==> config.mk <==
export PLATFORM = sky130hd
export DESIGN_NAME = trap_writeback_stage
export DESIGN_NICKNAME = d
export VERILOG_FILES = /design/src/rtl/trap_writeback_stage.sv
export SDC_FILE = /design/constraint.sdc
export NUM_CORES = 1
export LEC_CHECK = 0
export CORE_MARGIN = 5
export CORE_UTILIZATION = 49
export DETAILED_ROUTE_END_ITERATION = 8
export DONT_BUFFER_PORTS = 1
export PLACE_DENSITY_LB_ADDON = 0.1
export SLEW_MARGIN = 20
export SYNTH_ARGS = -nofsm -noshare
export SYNTH_HDL_FRONTEND = slang
export SYNTH_SLANG_ARGS = --single-unit
==> constraint.sdc <==
create_clock -name clk -period 1.76 [get_ports clk]
set_clock_uncertainty 0.1 [all_clocks]
set_input_delay 0.352 -clock clk [delete_from_list [all_inputs] [get_ports clk]]
set_output_delay 0.352 -clock clk [all_outputs]
set_load 0.005 [all_outputs]
==> src/rtl/trap_writeback_stage.sv <==
// trap_writeback_stage
//   Writeback stage plus trap/return control. Latches the MEM/WB register
//   and drives the register-file write port. Turns memory-stage faults and
//   IRET into flush, redirect and privilege changes. Owns the rm0..rm2 trap
//   registers and the vm_enable mode bit.
//
// Ports
//   clk, reset              clock, synchronous active-high reset
//   stall_in, valid_in      MEM slot status (stalled / holds real instr)
//   wb_data_in, rd_in,
//   is_write_in, kill_wb_in writeback request from MEM
//   tlb_miss_in, tlb_fault_addr_in, tlb_fault_pc_in,
//   tlbwrite_priv_fault_in,
//   iret_taken_in, iret_priv_fault_in   event inputs
//   rm_sel_in / rm_value_out            MOVRM read port (combinational)
//   vm_enable                           1 = user mode with translation
//   rf_we, rf_waddr, rf_wdata           registered register-file write port
//   flush_out, redirect_valid,
//   redirect_pc                         pipeline control (combinational)
//   trap_active                         block is in HOLD
module trap_writeback_stage #(
  parameter logic [31:0] EXC_VECTOR  = 32'h0000_2000,
  parameter int unsigned HOLD_CYCLES = 2
) (
  input  logic        clk,
  input  logic        reset,
  input  logic        stall_in,
  input  logic        valid_in,
  input  logic [31:0] wb_data_in,
  input  logic [4:0]  rd_in,
  input  logic        is_write_in,
  input  logic        kill_wb_in,
  input  logic        tlb_miss_in,
  input  logic [31:0] tlb_fault_addr_in,
  input  logic [31:0] tlb_fault_pc_in,
  input  logic        tlbwrite_priv_fault_in,
  input  logic        iret_taken_in,
  input  logic        iret_priv_fault_in,
  input  logic [1:0]  rm_sel_in,
  output logic [31:0] rm_value_out,
  output logic        vm_enable,
  output logic        rf_we,
  output logic [4:0]  rf_waddr,
  output logic [31:0] rf_wdata,
  output logic        flush_out,
  output logic        redirect_valid,
  output logic [31:0] redirect_pc,
  output logic        trap_active
);

  typedef enum logic {S_RUN = 1'b0, S_HOLD = 1'b1} state_t;

  // HOLD lasts hold_cnt+1 cycles, so loading HOLD_CYCLES-1 gives exactly
  // HOLD_CYCLES cycles of flush after the event cycle.
  localparam logic [3:0] HOLD_LOAD = 4'(HOLD_CYCLES - 1);

  localparam logic [1:0] CAUSE_NONE     = 2'd0;
  localparam logic [1:0] CAUSE_TLB_MISS = 2'd1;
  localparam logic [1:0] CAUSE_TLBW     = 2'd2;
  localparam logic [1:0] CAUSE_IRET     = 2'd3;

  state_t      state, state_nxt;
  logic [3:0]  hold_cnt, hold_cnt_nxt;
  logic [31:0] rm0, rm1, rm2;

  logic        evt_ok;   // an event may be taken this cycle
  logic [1:0]  cause;    // highest-priority fault among the inputs
  logic        trap;     // fault taken this cycle
  logic        ret;      // IRET taken this cycle

  // ---------------------------------------------------------------------
  // Event decode
  // ---------------------------------------------------------------------
  always_comb begin
    cause = CAUSE_NONE;
    if (tlb_miss_in)                 cause = CAUSE_TLB_MISS;
    else if (tlbwrite_priv_fault_in) cause = CAUSE_TLBW;
    else if (iret_priv_fault_in)     cause = CAUSE_IRET;
  end

  assign evt_ok = (state == S_RUN) && valid_in && !stall_in;
  assign trap   = evt_ok && (cause != CAUSE_NONE);
  // A fault always beats a simultaneous legal IRET.
  assign ret    = evt_ok && (cause == CAUSE_NONE) && iret_taken_in;

  // ---------------------------------------------------------------------
  // FSM: state register
  // ---------------------------------------------------------------------
  always_ff @(posedge clk) begin
    if (reset) begin
      state    <= S_RUN;
      hold_cnt <= 4'd0;
    end else begin
      state    <= state_nxt;
      hold_cnt <= hold_cnt_nxt;
    end
  end

  // ---------------------------------------------------------------------
  // FSM: next state
  // ---------------------------------------------------------------------
  always_comb begin
    state_nxt    = state;
    hold_cnt_nxt = hold_cnt;
    case (state)
      S_RUN: begin
        if (trap || ret) begin
          state_nxt    = S_HOLD;
          hold_cnt_nxt = HOLD_LOAD;
        end
      end
      S_HOLD: begin
        if (hold_cnt == 4'd0) state_nxt    = S_RUN;
        else                  hold_cnt_nxt = hold_cnt - 4'd1;
      end
      default: begin
        state_nxt    = S_RUN;
        hold_cnt_nxt = 4'd0;
      end
    endcase
  end

  // ---------------------------------------------------------------------
  // FSM: outputs
  // ---------------------------------------------------------------------
  always_comb begin
    trap_active    = (state == S_HOLD);
    flush_out      = (state == S_HOLD) || trap || ret;
    redirect_valid = trap || ret;
    redirect_pc    = 32'd0;
    if (trap)     redirect_pc = EXC_VECTOR;
    else if (ret) redirect_pc = rm0;
  end

  // ---------------------------------------------------------------------
  // Trap registers and mode bit
  // ---------------------------------------------------------------------
  always_ff @(posedge clk) begin
    if (reset) begin
      rm0       <= 32'd0;
      rm1       <= 32'd0;
      rm2       <= 32'd0;
      vm_enable <= 1'b0;
    end else if (trap) begin
      rm0       <= tlb_fault_pc_in;
      rm1       <= (cause == CAUSE_TLB_MISS) ? tlb_fault_addr_in : 32'd0;
      rm2       <= {30'd0, cause};
      vm_enable <= 1'b0;
    end else if (ret) begin
      vm_enable <= 1'b1;
    end
  end

  always_comb begin
    rm_value_out = 32'd0;
    case (rm_sel_in)
      2'd0:    rm_value_out = rm0;
      2'd1:    rm_value_out = rm1;
      2'd2:    rm_value_out = rm2;
      default: rm_value_out = 32'd0;
    endcase
  end

  // ---------------------------------------------------------------------
  // MEM/WB register. Address and data follow MEM every edge; only the
  // enable is qualified, so a stalled instruction is a bubble until the
  // stall drops and is then written exactly once.
  // ---------------------------------------------------------------------
  always_ff @(posedge clk) begin
    if (reset) begin
      rf_we    <= 1'b0;
      rf_waddr <= 5'd0;
      rf_wdata <= 32'd0;
    end else begin
      rf_we    <= valid_in && is_write_in && !kill_wb_in && !stall_in &&
                  (state == S_RUN) && !trap && !ret;
      rf_waddr <= rd_in;
      rf_wdata <= wb_data_in;
    end
  end

endmodule

==> results of run 1 <==
[logic make-up after synthesis]
group / Yosys count
AO/OA/AOI/OAI: 113
adder cells (fa/ha/maj): 1
buffers and inverters: 46
flip-flops: 110
multiplexers: 33
AND/OR/NAND/NOR: 155
[Yosys cell counts, drive strengths merged, types with 2 or more instances]
master  instances  share of area, %
nor3b           2              0.46
clkbuf         26               2.2
or2             2              0.29
or3             2              0.29
buf            15               2.3
mux2i          33               7.6
nor2b          38               5.5
o21a            2              0.35
a21oi          35               4.0
inv             5              0.43
and2           31               4.5
dfxtp         110                51
o21ai          36               4.1
or4b            2              0.46
nand3          32               3.7
or3b            2              0.40
nor3            6              0.95
a22o           33               6.6
nand2           3              0.26
nor2           31               2.7
nand3b          2              0.35
[sequential cells by signal (all words and copies together), names as in the netlist]
name and flops:
vm_enable 1, rf_waddr 5, rm1 32, trap_active 1, rm2 2, hold_cnt 4, rf_we 1, rf_wdata 32
rm0 32
[cell usage in the layout, fill, tap and decap left out, types with 2 or more instances in the layout]
cell type,count
a21oi_1,34
a22o_1,33
and2_4,31
buf_12,6
buf_16,2
buf_4,17
buf_6,4
clkbuf_8,9
clkinv_4,3
dfxtp_1,109
dlygate4sd3_1,39
inv_1,5
mux2i_1,33
nand2_1,3
nand3_1,32
nand3b_1,2
nor2_1,31
nor2b_1,38
nor3_1,4
nor3_4,2
o21a_1,2
o21ai_0,36
or4b_2,2
[worst max-delay path by stage]
stage	startpoint	endpoint	slack [ps]	cells after the start
finish	trap_active$_SDFF_PP0_	redirect_pc[19]	-280	5
global placement	tlb_miss_in	redirect_pc[13]	80	3
floorplan	trap_active$_SDFF_PP0_	redirect_pc[10]	-0.6	5
global route	trap_active$_SDFF_PP0_	redirect_pc[9]	-350	5
detailed placement	tlb_miss_in	redirect_pc[13]	70	3
CTS	trap_active$_SDFF_PP0_	redirect_pc[1]	-290	5
[per-stage QoR]
step	std cells	total power [mW]	setup slack, ps
finish	611	4.69	-281
global route	611	4.89	-346
CTS	608	4.71	-289
detailed placement	542	3.06	73.5
global placement	542	3.05	75.2
floorplan	458	3.00	-0.649
[layer usage]
layer	vias to the layer above	wire length (um)	part of all wire, %
met5	-	0	0
met4	0	302	2.3
met3	25	1220	9.3
met2	163	6320	48
met1	1732	5290	40
li1	1672	-	-
[cell type report]
cell class | instances | area, sq um
clock buffers | 9 | 124
clock inverters | 7 | 81.3
fillers | 753 | 3290
repair buffers | 70 | 778
inverters | 5 | 18.8
multi-input cells | 302 | 2050
well taps | 108 | 135
flip-flops and latches | 110 | 2200
[what timing repair did]
item	4_1_cts	5_1_grt
hold buffers	40	0
setup endpoints to repair	34	40
buffers inserted	8	4
endpoints found under the hold margin	98	0
gates cloned	2	1
pin swaps	3	5
gates resized for setup	24	25
[power groups by stage]
| stage | logic (mW) | clock network, mW | registers [mW] |
|---|---|---|---|
| 5_1_grt | 0.512 | 1.69 | 2.69 |
| 4_1_cts | 0.457 | 1.58 | 2.67 |
| 3_3_place_gp | 0.325 | 0 | 2.73 |
| 2_1_floorplan | 0.300 | 0 | 2.70 |
| 3_5_place_dp | 0.335 | 0 | 2.73 |
| 6_report | 0.469 | 1.55 | 2.67 |
==> impl_results.md, run 1 <==
- WP data required: 1310 ps
- Sw Ratio: 24.7%
- Die Ht: 104 um
- WHS Endpoint: rf_wdata[14]$_SDFF_PP0_
- M3 GR Usage: 8.94%
- GR Util All Layers: 22.9%
- Global-route met1 utilization: 26.8%
- Syn_area_per_cell: 9.50 sq um
- Max Transition Viols Final: 0
- Final ANT Viol Nets: 0
- CTS clk-pin slew, worst paths: 110 ps
- Setup WS post-layout: -281 ps
- Critical path buffers and inverters: 2
- Adder-cell share of the synthesized area: 0.288%
- NetSw: 1.16 mW
- Routed WL per cell: 21.5 um
- Comb pwr share: 10.0%
- Compound-cell area share of the yosys netlist: 16.5%
- Highest Clock Rate: 490 MHz
- Synth warnings: 0
- Gpl congestion: 0.773
- Post-DP HPWL: 8.58 mm
- Hold Path Depth: 1
- Crit Path Category: flip-flop to primary output
- Max Cap Viol: 0
- CTS Root Cell: clkbuf_8
- Busiest grt layer: met2
- Failing checks: negative setup slack
- First-pass GRT wire length: 19.8 mm
- Design Area, Final: 5390 sq um
- Largest net degree at the start of global routing: 62
- Int Pwr: 3.53 mW
- Type of origin of the critical path: flip-flop
- R2R setup slack: 90 ps
- PwrDens: 870 nW/um^2
- Register share of total power: 57.0%
- Primary FF master, synth: dfxtp_1
- CTS Buffer Depth: 2
- Global route overflow: 0
- Post-synthesis mux area share: 7.59%
- Initial core utilization: 50.1%
- CTS tree: done
- Reg2reg end: rm2[1]$_SDFFE_PP0N_
- Final net count: 612
- Largest family of logic cells by synthesized area: simple AND/OR/NAND/NOR gates
- Synth Register Bits: 110
- Post-Syn Instances: 458
- Cell area after placement: 4490 sq um
- Area Growth Syn to Fin: 23.9%
- CP peak stage delay: 350 ps
- Post-DR vias/cell: 5.88
- GRT met2 Usage: 38.3%
- Synth cell types: 35
- DRT Pass-1 Iters: 4
- 1st-iter DRT viols: 131
- Post-Syn Nets: 572
- Worst reg2reg startpoint: trap_active$_SDFF_PP0_
- Status: finished, violations left
- Share of post-route cells with drive strength above 1: 17.9%
- H-tree depth: 3
- Die X: 104 um
- Worst Setup End Kind: primary output
- Worst min-delay path category: primary input to flip-flop
- Initial antenna violation count: 0
- Die area: 10,900 sq um
- Post-layout util: 62.1%
- Setup TNS: -8650 ps
- Clock sinks: 110
- Input/output buffers: 0
- Worst-Margin Slew: 418 ps
- Row cnt: 34
- Final Hold Viols: 0
- CP Cell Sequence: nor3b_4 > and3_4 > buf_6 > clkbuf_16 > and2_4
- WHS: 13.5 ps
- Drt total wl: 13.1 mm
- Post-synthesis sequential area ratio: 50.6%
- I/O Pins: 219
- Setup violations, final: 34
- R2R cell count: 8
- Min Tclk post-route: 2040 ps
- Core area: 8680 sq um
- Clk pwr share: 33.0%
- Via Count: 3,592
- Worst skew pair latency: 360 ps
- DRC Markers: 0
- EDFF count, synth: 0
- TritonCTS buffer count: 9
- Arrival time worst endpoint: 1590 ps
- Relative slew slack: 71.8%
- Vias in the first global route: 3,565
- Critical Path Fanout Max: 8
- Worst path top cell family by delay: simple AND/OR/NAND/NOR gates
- Post-Synth Simple-Gate Area: 20.0%
- Slowest-stage cell, CP: dfxtp_2
- Worst ir drop on vdd: 0.000456 V
- Fin crit share: 116%
- Fraction of registers with async set/reset: 0%
- XOR/XNOR share of the synthesized area: 0%
- Hold Startpoint: wb_data_in[14]
- Ant diodes: 0
- Syn Std Cell Area: 4350 sq um
- RSZ-0062 raised after global routing: yes
- Leak: 2.15 nW
No activity file was read; power rests on OpenSTA's default activity.
==> run 2: changes to the inputs <==
clock period = 2.1 ns   (was 1.76 ns; I/O delays follow)
==> run 2 against run 1 <==
The flow now finishes without violations. Sequential power is 16% lower. Wire length shrank 4.7%. Final cell count down 7.5%. Clock power shrank 13%. Die area unchanged. Flip-flop and latch count stayed put.
==> impl_results.md, run 2 (synthesis gave the netlist of run 1 again) <==
- Status: finished clean
- Worst skew pair latency: 360 ps
- Gpl congestion: 0.758
- Regs by FF count: rf_wdata: 32 flops, rm0: 32 flops, rm1: 32 flops
- Final Hold Viols: 0
- Arrival time worst endpoint: 1570 ps
- Min Tclk post-route: 2090 ps
- GRT met2 Usage: 36.9%
- Register share of total power: 57.3%
- Largest net degree at the start of global routing: 67
- Most common cell after layout, fill and taps aside: dfxtp_1
- Most frequent cells in the layout: dfxtp_1 (109), nor2b_1 (38), o21ai_0 (36)
- TritonCTS buffer count: 9
- M3 GR Usage: 8.75%
- Core area: 8680 sq um
- Final ANT Viol Nets: 0
- DRT Pass-1 Iters: 5
- Area of the multi-input gates: 2000 sq um
- Clock sinks: 110
- Row cnt: 34
- Post-DR vias/cell: 5.93
- RSZ-0062 raised after global routing: yes
- Pwr Total: 3.90 mW
- Fin crit share: 99.8%
- Clk pwr share: 34.5%
- Leak: 1.90 nW
- Register Area: 2210 sq um
- GR Util All Layers: 22.4%
- Global-route met1 utilization: 28.1%
- 1st-iter DRT viols: 144
- Highest Clock Rate: 477 MHz
- Final net count: 566
- PwrDens: 799 nW/um^2
- Global route overflow: 0
- Ant diodes: 0
- Routed WL per cell: 22.2 um
- Initial core utilization: 50.1%
- Drt total wl: 12.5 mm
- Int Pwr: 2.92 mW
- Worst-Margin Slew: 668 ps
- Critical Path Fanout Max: 7
- Worst ir drop on vdd: 0.000395 V
- CTS clk-pin slew, worst paths: 110 ps
- Max Transition Viols Final: 0
- Vias in the first global route: 3,536
- Relative slew slack: 55.3%
- Crit Path Category: flip-flop to primary output
- Sw Ratio: 25.3%
- Post-layout util: 56.3%
- CTS Buffer Depth: 2
- WP data required: 1580 ps
- Die area: 10,900 sq um
- Die X: 104 um
- Busiest grt layer: met2
- Worst min-delay path category: primary input to flip-flop
- Input/output buffers: 0
- DRC Markers: 0
- Via Count: 3,351
- Comb pwr share: 8.2%
- CTS tree: done
- Share of post-route cells with drive strength above 1: 14.0%
- I/O Pins: 219
- Type of origin of the critical path: flip-flop
- CTS Root Cell: clkbuf_8
- Worst Setup End Kind: primary output
- Die Ht: 104 um
- Initial antenna violation count: 0
- Fillers: 794
- Post-DP HPWL: 8.18 mm
- Area Growth Syn to Fin: 12.3%
- Setup violations, final: 0
- H-tree depth: 3
- NetSw: 0.987 mW
- Max Cap Viol: 0
- First-pass GRT wire length: 19.6 mm
run 2: changes by cell type in the layout (fill, tap and decap cells not counted), sizes merged:
cell / change
buf: -11
bufbuf: +2
clkbuf: -1
clkinv: -3
clkinvlp: +1
dlygate4sd3: -36
inv: +2
run 2: path summary, 6_finish.rpt:
kind,slack (ps),depth (start not counted),to,start
worst max-delay path,5,5,redirect_pc[26],trap_active$_SDFF_PP0_
worst min-delay path,20,1,rf_wdata[30]$_SDFF_PP0_,reset
worst max register to register,450,5,hold_cnt[0]$_SDFFE_PP0P_,hold_cnt[0]$_SDFFE_PP0P_
worst min register to register,390,1,rm1[15]$_SDFFE_PP0N_,rm1[15]$_SDFFE_PP0N_
run 2: critical path: stages, from the launching register on:
cell and delay (ps):
dfxtp_4 380, nor3b_4 200, and3_4 240, buf_8 110, buf_6 120, and2_4 150
run 2: power groups by stage:
stage	logic (mW)	registers (mW)	clock network, mW
after floorplan	0.248	2.26	0
after global placement	0.256	2.29	0
after detailed placement	0.265	2.28	0
after CTS	0.302	2.24	1.39
after global routing	0.358	2.25	1.49
final	0.320	2.24	1.35
run 2: layout make-up:
cell class,instances,area share [%]
Clock inverter,7,1.82
Inverter,5,0.384
Multi-Input combinational cell,302,40.9
Clock buffer,9,2.53
Sequential cell,110,45.1
Tap cell,108,2.76
Timing Repair Buffer,24,6.45
run 2: through the flow:
step / instances / hold slack [ps] / setup WS [ps] / cell area, sq um / setup TNS [ps]
finish: 565 / 19.0 / 5.22 / 4890 / 0
global placement: 537 / 361 / 196 / 4430 / 0
global route: 565 / -0.568 / -97.4 / 4890 / -1450
CTS: 564 / 0.0585 / -20.0 / 4830 / -203
floorplan: 458 / 347 / 135 / 4350 / 0
detailed placement: 537 / 364 / 170 / 4430 / 0
run 2: metal layers:
metal,routed length (um),part of all wire [%]
met5,0,0
met3,1250,10
met1,5080,41
met4,67,0.54
met2,6120,49
run 2: timing repair:
item / CTS / global route
pin swaps: 2 / 1
gates cloned: 2 / 0
setup buffers: 7 / 0
setup endpoints to repair: 34 / 34
resized for setup: 15 / 15
hold buffers: 2 / 2
hold endpoints to repair: 14 / 34
==> run 3: changes to the inputs <==
CORE_UTILIZATION = 40   (was 49)
==> run 3 against run 2 <==
Setup slack better by 26 ps. Non-clock buffer count is 3 lower. Wire length is 4.0% higher. Final area is 1.2% lower. Die area is 20% higher. Sequential share of layout area is 0.55 points higher. Final cell count is 5.1% higher. Critical path type unchanged.
==> impl_results.md, run 3 (synthesis gave the netlist of run 1 again) <==
- Final net count: 563
- Regs by FF count: rf_wdata: 32 flops, rm0: 32 flops, rm1: 32 flops
- Share of post-route cells with drive strength above 1: 9.69%
- Routed WL per cell: 21.9 um
- CP peak stage delay: 380 ps
- TritonCTS buffer count: 9
- Vias in the first global route: 3,514
- First-pass GRT wire length: 20.1 mm
- Arrival time worst endpoint: 1550 ps
- Most common cell after layout, fill and taps aside: dfxtp_1
- Area of the multi-input gates: 1970 sq um
- Most frequent cells in the layout: dfxtp_1 (109), nor2b_1 (38), o21ai_0 (36)
- Worst Setup End Kind: primary output
- H-tree depth: 3
- Worst ir drop on vdd: 0.000310 V
- Worst path top cell family by delay: simple AND/OR/NAND/NOR gates
- Die area: 13,100 sq um
- Critical path buffers and inverters: 1
- CTS clk-pin slew, worst paths: 90 ps
- Worst min-delay path category: primary input to flip-flop
- Sw Ratio: 23.6%
- Row cnt: 38
- Max Cap Viol: 0
- M1 WL: 5.12 mm
- Comb pwr share: 8.5%
- Int Pwr: 2.92 mW
- Worst-Margin Slew: 845 ps
- CTS tree: done
- Global route overflow: 0
- CP Cell Sequence: nor3b_4 > and3_4 > buf_12 > and2_1
- Clk pwr share: 33.0%
- Setup WS post-layout: 31.2 ps
- Fillers: 1,087
- Gpl congestion: 0.793
- WP data required: 1580 ps
- Pre-CTS setup slack: 232 ps
- Register share of total power: 58.5%
- Via Count: 3,369
- Register Area: 2210 sq um
- Core area: 10,700 sq um
- DRT Pass-1 Iters: 4
- 1st-iter DRT viols: 175
- Fin crit share: 98.5%
- Setup violations, final: 0
- Largest net degree at the start of global routing: 43
- Type of origin of the critical path: flip-flop
- Relative slew slack: 43.5%
- Final ANT Viol Nets: 0
- Ant diodes: 0
- Post-DR vias/cell: 5.67
- Cell area after placement: 4490 sq um
- Die X: 114 um
- Initial core utilization: 40.5%
- CTS Root Cell: clkbuf_8
- Slowest-stage cell, CP: dfxtp_4
- I/O Pins: 219
- Worst skew pair latency: 360 ps
- Clock sinks: 110
- Area Growth Syn to Fin: 11.0%
- Critical Path Fanout Max: 33
- RSZ-0062 raised after global routing: yes
- GR Util All Layers: 20.0%
- Design Area, Final: 4830 sq um
- NetSw: 0.900 mW
- Status: finished clean
- Crit Path Category: flip-flop to primary output
- Die Ht: 114 um
- Wire length on met2: 6.14 mm
- Leak: 1.85 nW
- DR top layer: met4
- Final Hold Viols: 0
- Wire length on met3: 1.50 mm
- Min Tclk post-route: 2070 ps
- Max Transition Viols Final: 0
- Initial antenna violation count: 0
- CTS Buffer Depth: 2
- Post-DP HPWL: 8.33 mm
- Drt total wl: 13.0 mm
- DRC Markers: 0
- Input/output buffers: 0
- PwrDens: 792 nW/um^2
- Highest Clock Rate: 483 MHz
-- run 3: worst register-to-register path: cells and delay by family (launching register included) --
family | cells | cell delay [ps]
AO/OA/AOI/OAI | 2 | 320
buffers and inverters | 3 | 530
flip-flops | 1 | 380
AND/OR/NAND/NOR | 1 | 210
-- run 3: area by class of cell --
class                   count  area share [%]
inverters                   5           0.389
clock inverters             3           0.907
multi-input cells         302            40.8
flip-flops and latches    110            45.7
repair buffers             21            5.49
well taps                 140            3.63
clock buffers              13            3.08
-- run 3: what timing repair did --
action	CTS	global route
pin swaps	1	1
hold buffers	3	1
setup endpoints to repair	34	34
hold endpoints to repair	42	3
setup buffers	2	0
gates cloned	2	0
resized for setup	2	3
-- run 3: final timing paths --
path / start / to / slack, ps / cells past startpoint
worst max-delay path: trap_active$_SDFF_PP0_ / redirect_pc[30] / 30 / 4
worst min-delay path: reset / rf_wdata[0]$_SDFF_PP0_ / 30 / 1
worst max register to register: trap_active$_SDFF_PP0_ / rm1[20]$_SDFFE_PP0N_ / 450 / 6
worst min register to register: rm1[2]$_SDFFE_PP0N_ / rm1[2]$_SDFFE_PP0N_ / 380 / 1
-- run 3: stage by stage --
step / utilization (%) / std cells / total power, mW / TNS, ps / hold WS, ps
after global placement: 41.7 / 570 / 2.55 / 0 / 361
after floorplan: - / 458 / 2.51 / 0 / 347
after CTS: 44.7 / 593 / 3.88 / -218 / 0.624
final: 44.9 / 594 / 3.82 / 0 / 33.3
after detailed placement: 41.7 / 570 / 2.56 / 0 / 364
after global routing: 44.9 / 594 / 4.01 / -1850 / 6.51
-- run 3: power groups by stage --
stage	clock [mW]	sequential [mW]	combinational, mW
5_1_grt	1.40	2.25	0.366
6_report	1.26	2.24	0.327
3_5_place_dp	0	2.28	0.274
3_3_place_gp	0	2.29	0.265
2_1_floorplan	0	2.26	0.248
4_1_cts	1.31	2.24	0.329
-- run 3: layer usage --
metal	up-vias	GRT usage (%)
met1	1610	23.9
met5	-	0
li1	1577	-
met3	19	7.66
met2	163	32.5
met4	0	7.76
